===== src/rtl/spi_slave.sv =====
// spi_slave: SPI slave with synchronised mclk/mosi/cs, a single-word
// transmit holding buffer and CPOL/CPHA-selectable edge roles.
module spi_slave #(
  parameter int WIDTH       = 8,
  parameter int CPOL        = 0,
  parameter int CPHA        = 0,
  parameter int SYNC_STAGES = 2
) (
  input  logic             clk,
  input  logic             rst,
  input  logic             mclk,
  input  logic             mosi,
  input  logic             cs,
  input  logic [WIDTH-1:0] tx_data,
  input  logic             tx_load,
  output logic             tx_ready,
  output logic [WIDTH-1:0] rx_data,
  output logic             rx_valid,
  output logic             tx_underrun,
  output logic             busy,
  output logic             miso
);

  localparam int   CW          = $clog2(WIDTH);
  localparam logic CLK_IDLE    = (CPOL != 0);
  localparam logic SAMPLE_RISE = (CPOL == CPHA);

  localparam logic [0:0] IDLE   = 1'b0;
  localparam logic [0:0] ACTIVE = 1'b1;

  logic [SYNC_STAGES-1:0] mclk_sq, cs_sq, mosi_sq;
  logic                   mclk_pq, cs_pq;

  logic                   mclk_s, cs_s, mosi_s;
  logic                   mclk_rise, mclk_fall;
  logic                   sample_e, shift_e;
  logic                   cs_fall, cs_rise;

  logic [0:0]             state_q, state_d;
  logic [CW-1:0]          cnt_q, cnt_d;
  logic [WIDTH-1:0]       rxs_q, rxs_d;
  logic [WIDTH-1:0]       txs_q, txs_d;
  logic [WIDTH-1:0]       hold_q, hold_d;
  logic                   hold_full_q, hold_full_d;
  logic [WIDTH-1:0]       rx_data_q, rx_data_d;
  logic                   rx_valid_q, rx_valid_d;
  logic                   ur_q, ur_d;
  logic                   miso_q, miso_d;

  logic                   load;
  logic                   direct;
  logic [WIDTH-1:0]       rx_word;
  logic [WIDTH-1:0]       ld_word;

  always_ff @(posedge clk or posedge rst) begin
    if (rst) begin
      mclk_sq <= {SYNC_STAGES{CLK_IDLE}};
      cs_sq   <= '1;
      mosi_sq <= '0;
      mclk_pq <= CLK_IDLE;
      cs_pq   <= 1'b1;
    end else begin
      mclk_sq <= {mclk_sq[SYNC_STAGES-2:0], mclk};
      cs_sq   <= {cs_sq[SYNC_STAGES-2:0], cs};
      mosi_sq <= {mosi_sq[SYNC_STAGES-2:0], mosi};
      mclk_pq <= mclk_sq[SYNC_STAGES-1];
      cs_pq   <= cs_sq[SYNC_STAGES-1];
    end
  end

  assign mclk_s    = mclk_sq[SYNC_STAGES-1];
  assign cs_s      = cs_sq[SYNC_STAGES-1];
  assign mosi_s    = mosi_sq[SYNC_STAGES-1];
  assign mclk_rise = mclk_s & ~mclk_pq;
  assign mclk_fall = ~mclk_s & mclk_pq;
  assign sample_e  = SAMPLE_RISE ? mclk_rise : mclk_fall;
  assign shift_e   = SAMPLE_RISE ? mclk_fall : mclk_rise;
  assign cs_fall   = cs_pq & ~cs_s;
  assign cs_rise   = ~cs_pq & cs_s;

  always_comb begin
    state_d     = state_q;
    cnt_d       = cnt_q;
    rxs_d       = rxs_q;
    txs_d       = txs_q;
    hold_d      = hold_q;
    hold_full_d = hold_full_q;
    rx_data_d   = rx_data_q;
    rx_valid_d  = 1'b0;
    ur_d        = 1'b0;
    miso_d      = miso_q;
    load        = 1'b0;
    direct      = 1'b0;
    ld_word     = '0;
    rx_word     = {rxs_q[WIDTH-2:0], mosi_s};

    case (state_q)
      IDLE: begin
        if (cs_fall) begin
          state_d = ACTIVE;
          cnt_d   = '0;
          if (CPHA == 0) load = 1'b1;
        end
      end
      ACTIVE: begin
        if (cs_rise) begin
          state_d = IDLE;
          cnt_d   = '0;
          miso_d  = 1'b0;
        end else begin
          if (sample_e) begin
            rxs_d = rx_word;
            if (cnt_q == CW'(WIDTH-1)) begin
              rx_data_d  = rx_word;
              rx_valid_d = 1'b1;
              cnt_d      = '0;
            end else begin
              cnt_d = cnt_q + CW'(1);
            end
          end
          if (shift_e) begin
            if (cnt_q == '0) begin
              load = 1'b1;
            end else begin
              txs_d  = txs_q << 1;
              miso_d = txs_q[WIDTH-2];
            end
          end
        end
      end
    endcase

    // A word load prefers the buffer, then a same-cycle write, then zeros.
    if (load) begin
      if (hold_full_q) begin
        ld_word     = hold_q;
        hold_full_d = 1'b0;
      end else if (tx_load) begin
        ld_word = tx_data;
        direct  = 1'b1;
      end else begin
        ur_d = 1'b1;
      end
      txs_d  = ld_word;
      miso_d = ld_word[WIDTH-1];
    end

    if (tx_load && !hold_full_q && !direct) begin
      hold_d      = tx_data;
      hold_full_d = 1'b1;
    end
  end

  always_ff @(posedge clk or posedge rst) begin
    if (rst) begin
      state_q     <= IDLE;
      cnt_q       <= '0;
      rxs_q       <= '0;
      txs_q       <= '0;
      hold_q      <= '0;
      hold_full_q <= 1'b0;
      rx_data_q   <= '0;
      rx_valid_q  <= 1'b0;
      ur_q        <= 1'b0;
      miso_q      <= 1'b0;
    end else begin
      state_q     <= state_d;
      cnt_q       <= cnt_d;
      rxs_q       <= rxs_d;
      txs_q       <= txs_d;
      hold_q      <= hold_d;
      hold_full_q <= hold_full_d;
      rx_data_q   <= rx_data_d;
      rx_valid_q  <= rx_valid_d;
      ur_q        <= ur_d;
      miso_q      <= miso_d;
    end
  end

  assign tx_ready    = ~hold_full_q;
  assign rx_data     = rx_data_q;
  assign rx_valid    = rx_valid_q;
  assign tx_underrun = ur_q;
  assign busy        = ~cs_s;
  assign miso        = miso_q & ~cs_s;

endmodule

===== config.mk =====
export PLATFORM = sky130hd
export DESIGN_NAME = spi_slave
export DESIGN_NICKNAME = d
export VERILOG_FILES = /design/src/rtl/spi_slave.sv
export SDC_FILE = /design/constraint.sdc
export NUM_CORES = 1
export LEC_CHECK = 0
export ABC_AREA = 1
export CORE_MARGIN = 3
export CORE_UTILIZATION = 50
export DETAILED_ROUTE_END_ITERATION = 16
export HOLD_SLACK_MARGIN = 0.1
export PLACE_DENSITY = 0.73
export SLEW_MARGIN = 20
export SYNTH_ARGS = -nofsm -noshare
export SYNTH_HDL_FRONTEND = slang
export SYNTH_SLANG_ARGS = --single-unit
export TNS_END_PERCENT = 5

===== constraint.sdc =====
create_clock -name clk -period 3.5 [get_ports clk]
set_input_delay 0.7 -clock clk [delete_from_list [all_inputs] [get_ports clk]]
set_output_delay 0.7 -clock clk [all_outputs]
set_load 0.01 [all_outputs]

# After elaboration in Yosys (flattened, before gate mapping)
# Cells that the tools add are included.
[word_totals] register_bits=46 in_bits=14
[classes] add_sub_neg=1 eq_ne=6 mux=36 bitwise_logic=12 reduce_logical=14
[op_table] operator="two-way mux 7 bit" n=5
[op_table] operator="two-way mux 1 bit" n=22
[op_table] operator="two-way mux 8 bit" n=2
[op_table] operator="two-way mux 3 bit" n=4
[op_table] operator="AND reduction 4 bit" n=2
[op_table] operator="inverter 1 bit" n=7
[op_table] operator="inequality test 3 bit, second input constant" n=2
[op_table] operator="one-hot mux 3 bit (2 select lines)" n=1
[op_table] operator="AND reduction 3 bit" n=2
[op_table] operator="nonzero test 2 bit" n=3
[op_table] operator="bitwise AND 1 bit" n=5
[op_table] operator="inequality test 2 bit, second input constant" n=2
[op_table] operator="one-hot mux 1 bit (2 select lines)" n=2
[op_table] operator="adder 3 x 1 -> 3 bit, second input constant" n=1
[op_table] operator="== test 3 bit, second input constant" n=1
[op_table] operator="logical NOT 3 bit" n=1
[op_table] operator="nonzero test 3 bit" n=1
[op_table] operator="logical AND 1 bit" n=2
[op_table] operator="logical NOT 1 bit" n=2
[op_table] operator="inequality test 2 x 1 -> 1 bit, second input constant" n=1
[op_table] operator="AND reduction 2 bit" n=1

# Logic depth before layout (Yosys ltp)
[depth] depth_word=9 ltp_mapped=11 mapped_depth_nobuf=11

# Least setup slack after synthesis
# OpenSTA, ideal clock, no wires.
[synth_timing] path_type="in2reg" from="input tx_load" to="register hold_q[0]" setup_ns=0.116 t_arrival_ns=1.362 slack_ns=2.021 cell_stages=6 path_cell_list="inv_1 > nor2_2 > buf_2 > nand2_2 > nand2_1 > nand2_1"
[synth_between] elab_chain_len=5
[synth_rtl] element="start, declared" line_no="15" rtl="input logic tx_load,"
[synth_rtl] element="two-way mux 1 bit" line_no="138" rtl="end else if (tx_load) begin"
[synth_rtl] element="two-way mux 1 bit" line_no="135" rtl="if (hold_full_q) begin"
[synth_rtl] element="two-way mux 1 bit" line_no="134" rtl="if (load) begin"
[synth_rtl] element="logical NOT 1 bit" line_no="148" rtl="if (tx_load && !hold_full_q && !direct) begin"
[synth_rtl] element="logical AND 1 bit (*)" line_no="148"
[synth_rtl] element="end signal, assigned" line_no="171" rtl="hold_q <= hold_d;"
[synth_rtl] element="end, declared" line_no="43" rtl="logic [WIDTH-1:0] hold_q, hold_d;"
# Every way passes the cells marked *; elsewhere a longest branch is shown, timed or not.
# A chain may end at the register's enable or synchronous reset.

# Final worst setup path
[layout_timing] from="register hold_full_q" to="output tx_ready"
[layout_between] elab_chain_len=1
[layout_rtl] element="start, declared" line_no="44" rtl="logic hold_full_q, hold_full_d;"
[layout_rtl] element="start signal, assigned" line_no="172" rtl="hold_full_q <= hold_full_d;"
[layout_rtl] element="inverter 1 bit" line_no="180" rtl="assign tx_ready = ~hold_full_q;"
[layout_rtl] element="end, declared" line_no="16" rtl="output logic tx_ready,"
# Every way passes these cells.

==> results.sh <==
export IMPL_cts_hold_buf=0
export IMPL_final_nets=276
export IMPL_slew_headroom_pct=46.37
export IMPL_die_w_um=69.97
export IMPL_timing_max_cap_violations=0
export IMPL_drt_total_wl_um=3693
export IMPL_hold_end="mosi_sq[1]"
export IMPL_r2r_slack_ns=1.79
export IMPL_powerDensity_nw_per_um2=596.7
export IMPL_ys_warn_count=0
export IMPL_first_global_vias=1450
export IMPL_grt_first_pass_wirelength_um=6472
export IMPL_postLayoutCoreUtil_pct=63.83
export IMPL_cts_buffers=5
export IMPL_min_period_over_period_pct=62.67
export IMPL_antenna_found_initial=0
export IMPL_syn_area_um2=2046
export IMPL_grt_overflow_total=0
export IMPL_cp_startpoint="hold_full_q"
export IMPL_ioPinCount=27
export IMPL_path_class="reg2out"
export IMPL_rr_endpoint="rx_data[0]"
export IMPL_fillCellCount=327
export IMPL_port_buffers=26
export IMPL_synthCells=230
export IMPL_layoutNonFillerInstCount=308
export IMPL_leakagePower_nw=1.231
export IMPL_cts_buffer_depth=2
export IMPL_arrival_ns=1.49
export IMPL_critical_path_required_ns=2.80
export IMPL_worstRegToRegCells=8
export IMPL_placed_area_um2=2333
export IMPL_slew_violations=0
export IMPL_worst_slew_pin_slew_ns=0.7996
export IMPL_grtUsageTotal_pct=16.31
export IMPL_grt_max_degree=24
export IMPL_syn_num_nets=247
export IMPL_cts_repair_resized=0
export IMPL_dp_hpwl_um=2632
export IMPL_synth_edff_count=0
export IMPL_min_from="mosi_sq[0]"
export IMPL_worstPathMaxFanout=11
export IMPL_core_area_um2=3799
export IMPL_drc=0
export IMPL_root_buffer="clkbuf_8"
export IMPL_min_period_ns=2.194
export IMPL_min_path_cells=0
export IMPL_drt_iter0_markers=127
export IMPL_ys_flop_type="dfrtp_1"
export IMPL_timing_rr_start="cs_pq"
export IMPL_rows=22
export IMPL_ant_nets=0
export IMPL_h_tree_depth=2
export IMPL_async_flop_share_pct=100.0
export IMPL_power_mw=1.447
export IMPL_area_growth_pct=18.53
export IMPL_design_area_um2=2425
export IMPL_clock_sinks=46
export IMPL_drt_first_pass_iters=4
export IMPL_clock_latency_ns=0.29
export IMPL_start_util_pct=53.85
export IMPL_setup_viol=0
export IMPL_startpoint_type="flop"
export IMPL_rsz0062_at_grt="false"
export IMPL_cts_tree="built"
export IMPL_viasPerCell=4.984
export IMPL_die_area_um2=4895
export IMPL_ys_seq_area_share_pct=56.45
export IMPL_path_clk_slew_ns=0.08
export IMPL_die_y_um=69.97
export IMPL_netlist_cell_type_count=26
export IMPL_routedWlPerCell_um=11.99
export IMPL_skew_ns=0.009080
export IMPL_vias=1535
export IMPL_end_kind="output pin"
export IMPL_max_freq_mhz=455.9
export IMPL_placed_cells=300
export IMPL_status="complete, no violations"
export IMPL_hold_viol_final=0
export IMPL_peakVddDrop_mv=0.3606
export IMPL_hold_class="reg2reg"
export IMPL_yosys_register_bits=46
export IMPL_place_gp_congestion=0.7607
export IMPL_syn_area_per_cell_um2=8.894
export IMPL_layout_drive_gt1_share_pct=12.69
export IMPL_setup_tns_final_ns=0
export IMPL_cts_setup_buffers=0
export IMPL_diodes=0
==> registers in the layout, indices dropped and copies added, names as in the netlist <==
signal       count
cnt_q            3
rx_valid         1
cs_sq            2
mosi_sq          2
cs_pq            1
mclk_sq          2
hold_full_q      1
hold_q           8
mclk_pq          1
tx_underrun      1
txs_q            7
rx_data          8
rxs_q            7
miso_q           1
state_q          1
==> synthesized netlist by cell type (2+ instances only) <==
cell | instances | area [um2]
inv_1 | 21 | 78.83
a22oi_1 | 2 | 15.01
o21ai_2 | 6 | 52.55
nand2_2 | 6 | 37.54
ha_1 | 3 | 37.54
a21oi_1 | 3 | 15.01
nor2_4 | 2 | 22.52
o21ai_0 | 9 | 45.04
buf_6 | 3 | 33.78
nand2_1 | 95 | 356.6
dfrtp_1 | 43 | 1076
nor2_1 | 4 | 15.01
dfstp_2 | 3 | 78.83
buf_2 | 2 | 10.01
nand3_1 | 17 | 85.08
==> how the worst max path moves through the flow <==
| stage | to | cells after the start |
|---|---|---|
| 2_1_floorplan | cnt_q[0] | 1 |
| 3_3_place_gp | miso_q | 9 |
| 3_5_place_dp | txs_q[3] | 9 |
| 4_1_cts | tx_ready | 2 |
| 5_1_grt | tx_ready | 2 |
| 6_report | tx_ready | 2 |
==> power by group <==
part	total [mW]	switching, mW	internal, mW
Clock	0.327	0.167	0.159
Sequential	0.747	0.0831	0.664
Combinational	0.373	0.230	0.144
==> layout by cell type (no fill, tap or decap), types with 2 or more instances in the layout <==
cell             Yosys  routed
nor2_1               4       4
dfstp_2              3       3
nand2_1             95      95
o21ai_0              9       9
dfrtp_1             43      43
o21ai_2              6       6
a21oi_1              3       3
ha_1                 3       3
inv_1               21      20
clkbuf_8             0       6
a22oi_1              2       2
clkdlybuf4s50_1      0      26
nand3_1             17      17
nor2_4               2       2
buf_4                0       2
nand2_2              6       6
==> metrics by stage <==
step | hold slack, ns | setup slack [ns]
detailed placement | 0.3356 | 1.246
global route | 0.3592 | 1.248
global placement | 0.3333 | 1.272
floorplan | 0.3312 | 1.717
CTS | 0.3572 | 1.297
finish | 0.3539 | 1.307
==> worst max-delay path: stages (launching register included) <==
cell,delay [ns]
dfrtp_1,0.53
inv_1,0.13
clkdlybuf4s50_1,0.54
==> cells by family after synthesis <==
| logic type | count (synthesis) | share of synthesized area [%] |
|---|---|---|
| AO/OA/AOI/OAI | 24 | 7.951 |
| adder cells (fa/ha/maj) | 3 | 1.835 |
| buffers and inverters | 29 | 6.667 |
| flip-flops | 46 | 56.45 |
| AND/OR/NAND/NOR | 128 | 27.09 |
==> metal layers <==
metal  part of all wire [%]  wire [um]  global-route usage (%)
met1                     47       1749                   23.60
met2                     46       1712                   24.24
met3                    5.1        189                   3.885
met4                    1.1         42                   5.106
met5                      0          0                       0
==> layout make-up <==
class	count	area, um2	share of cell area [%]
Clock buffer	7	86.33	3.560
Clock inverter	1	5.005	0.2064
Tap cell	48	60.06	2.477
Timing Repair Buffer	28	275.3	11.35
Sequential cell	46	1155	47.63
Inverter	23	88.84	3.664
Multi-Input combinational cell	155	754.5	31.11
(Power assumes the default switching activity.)
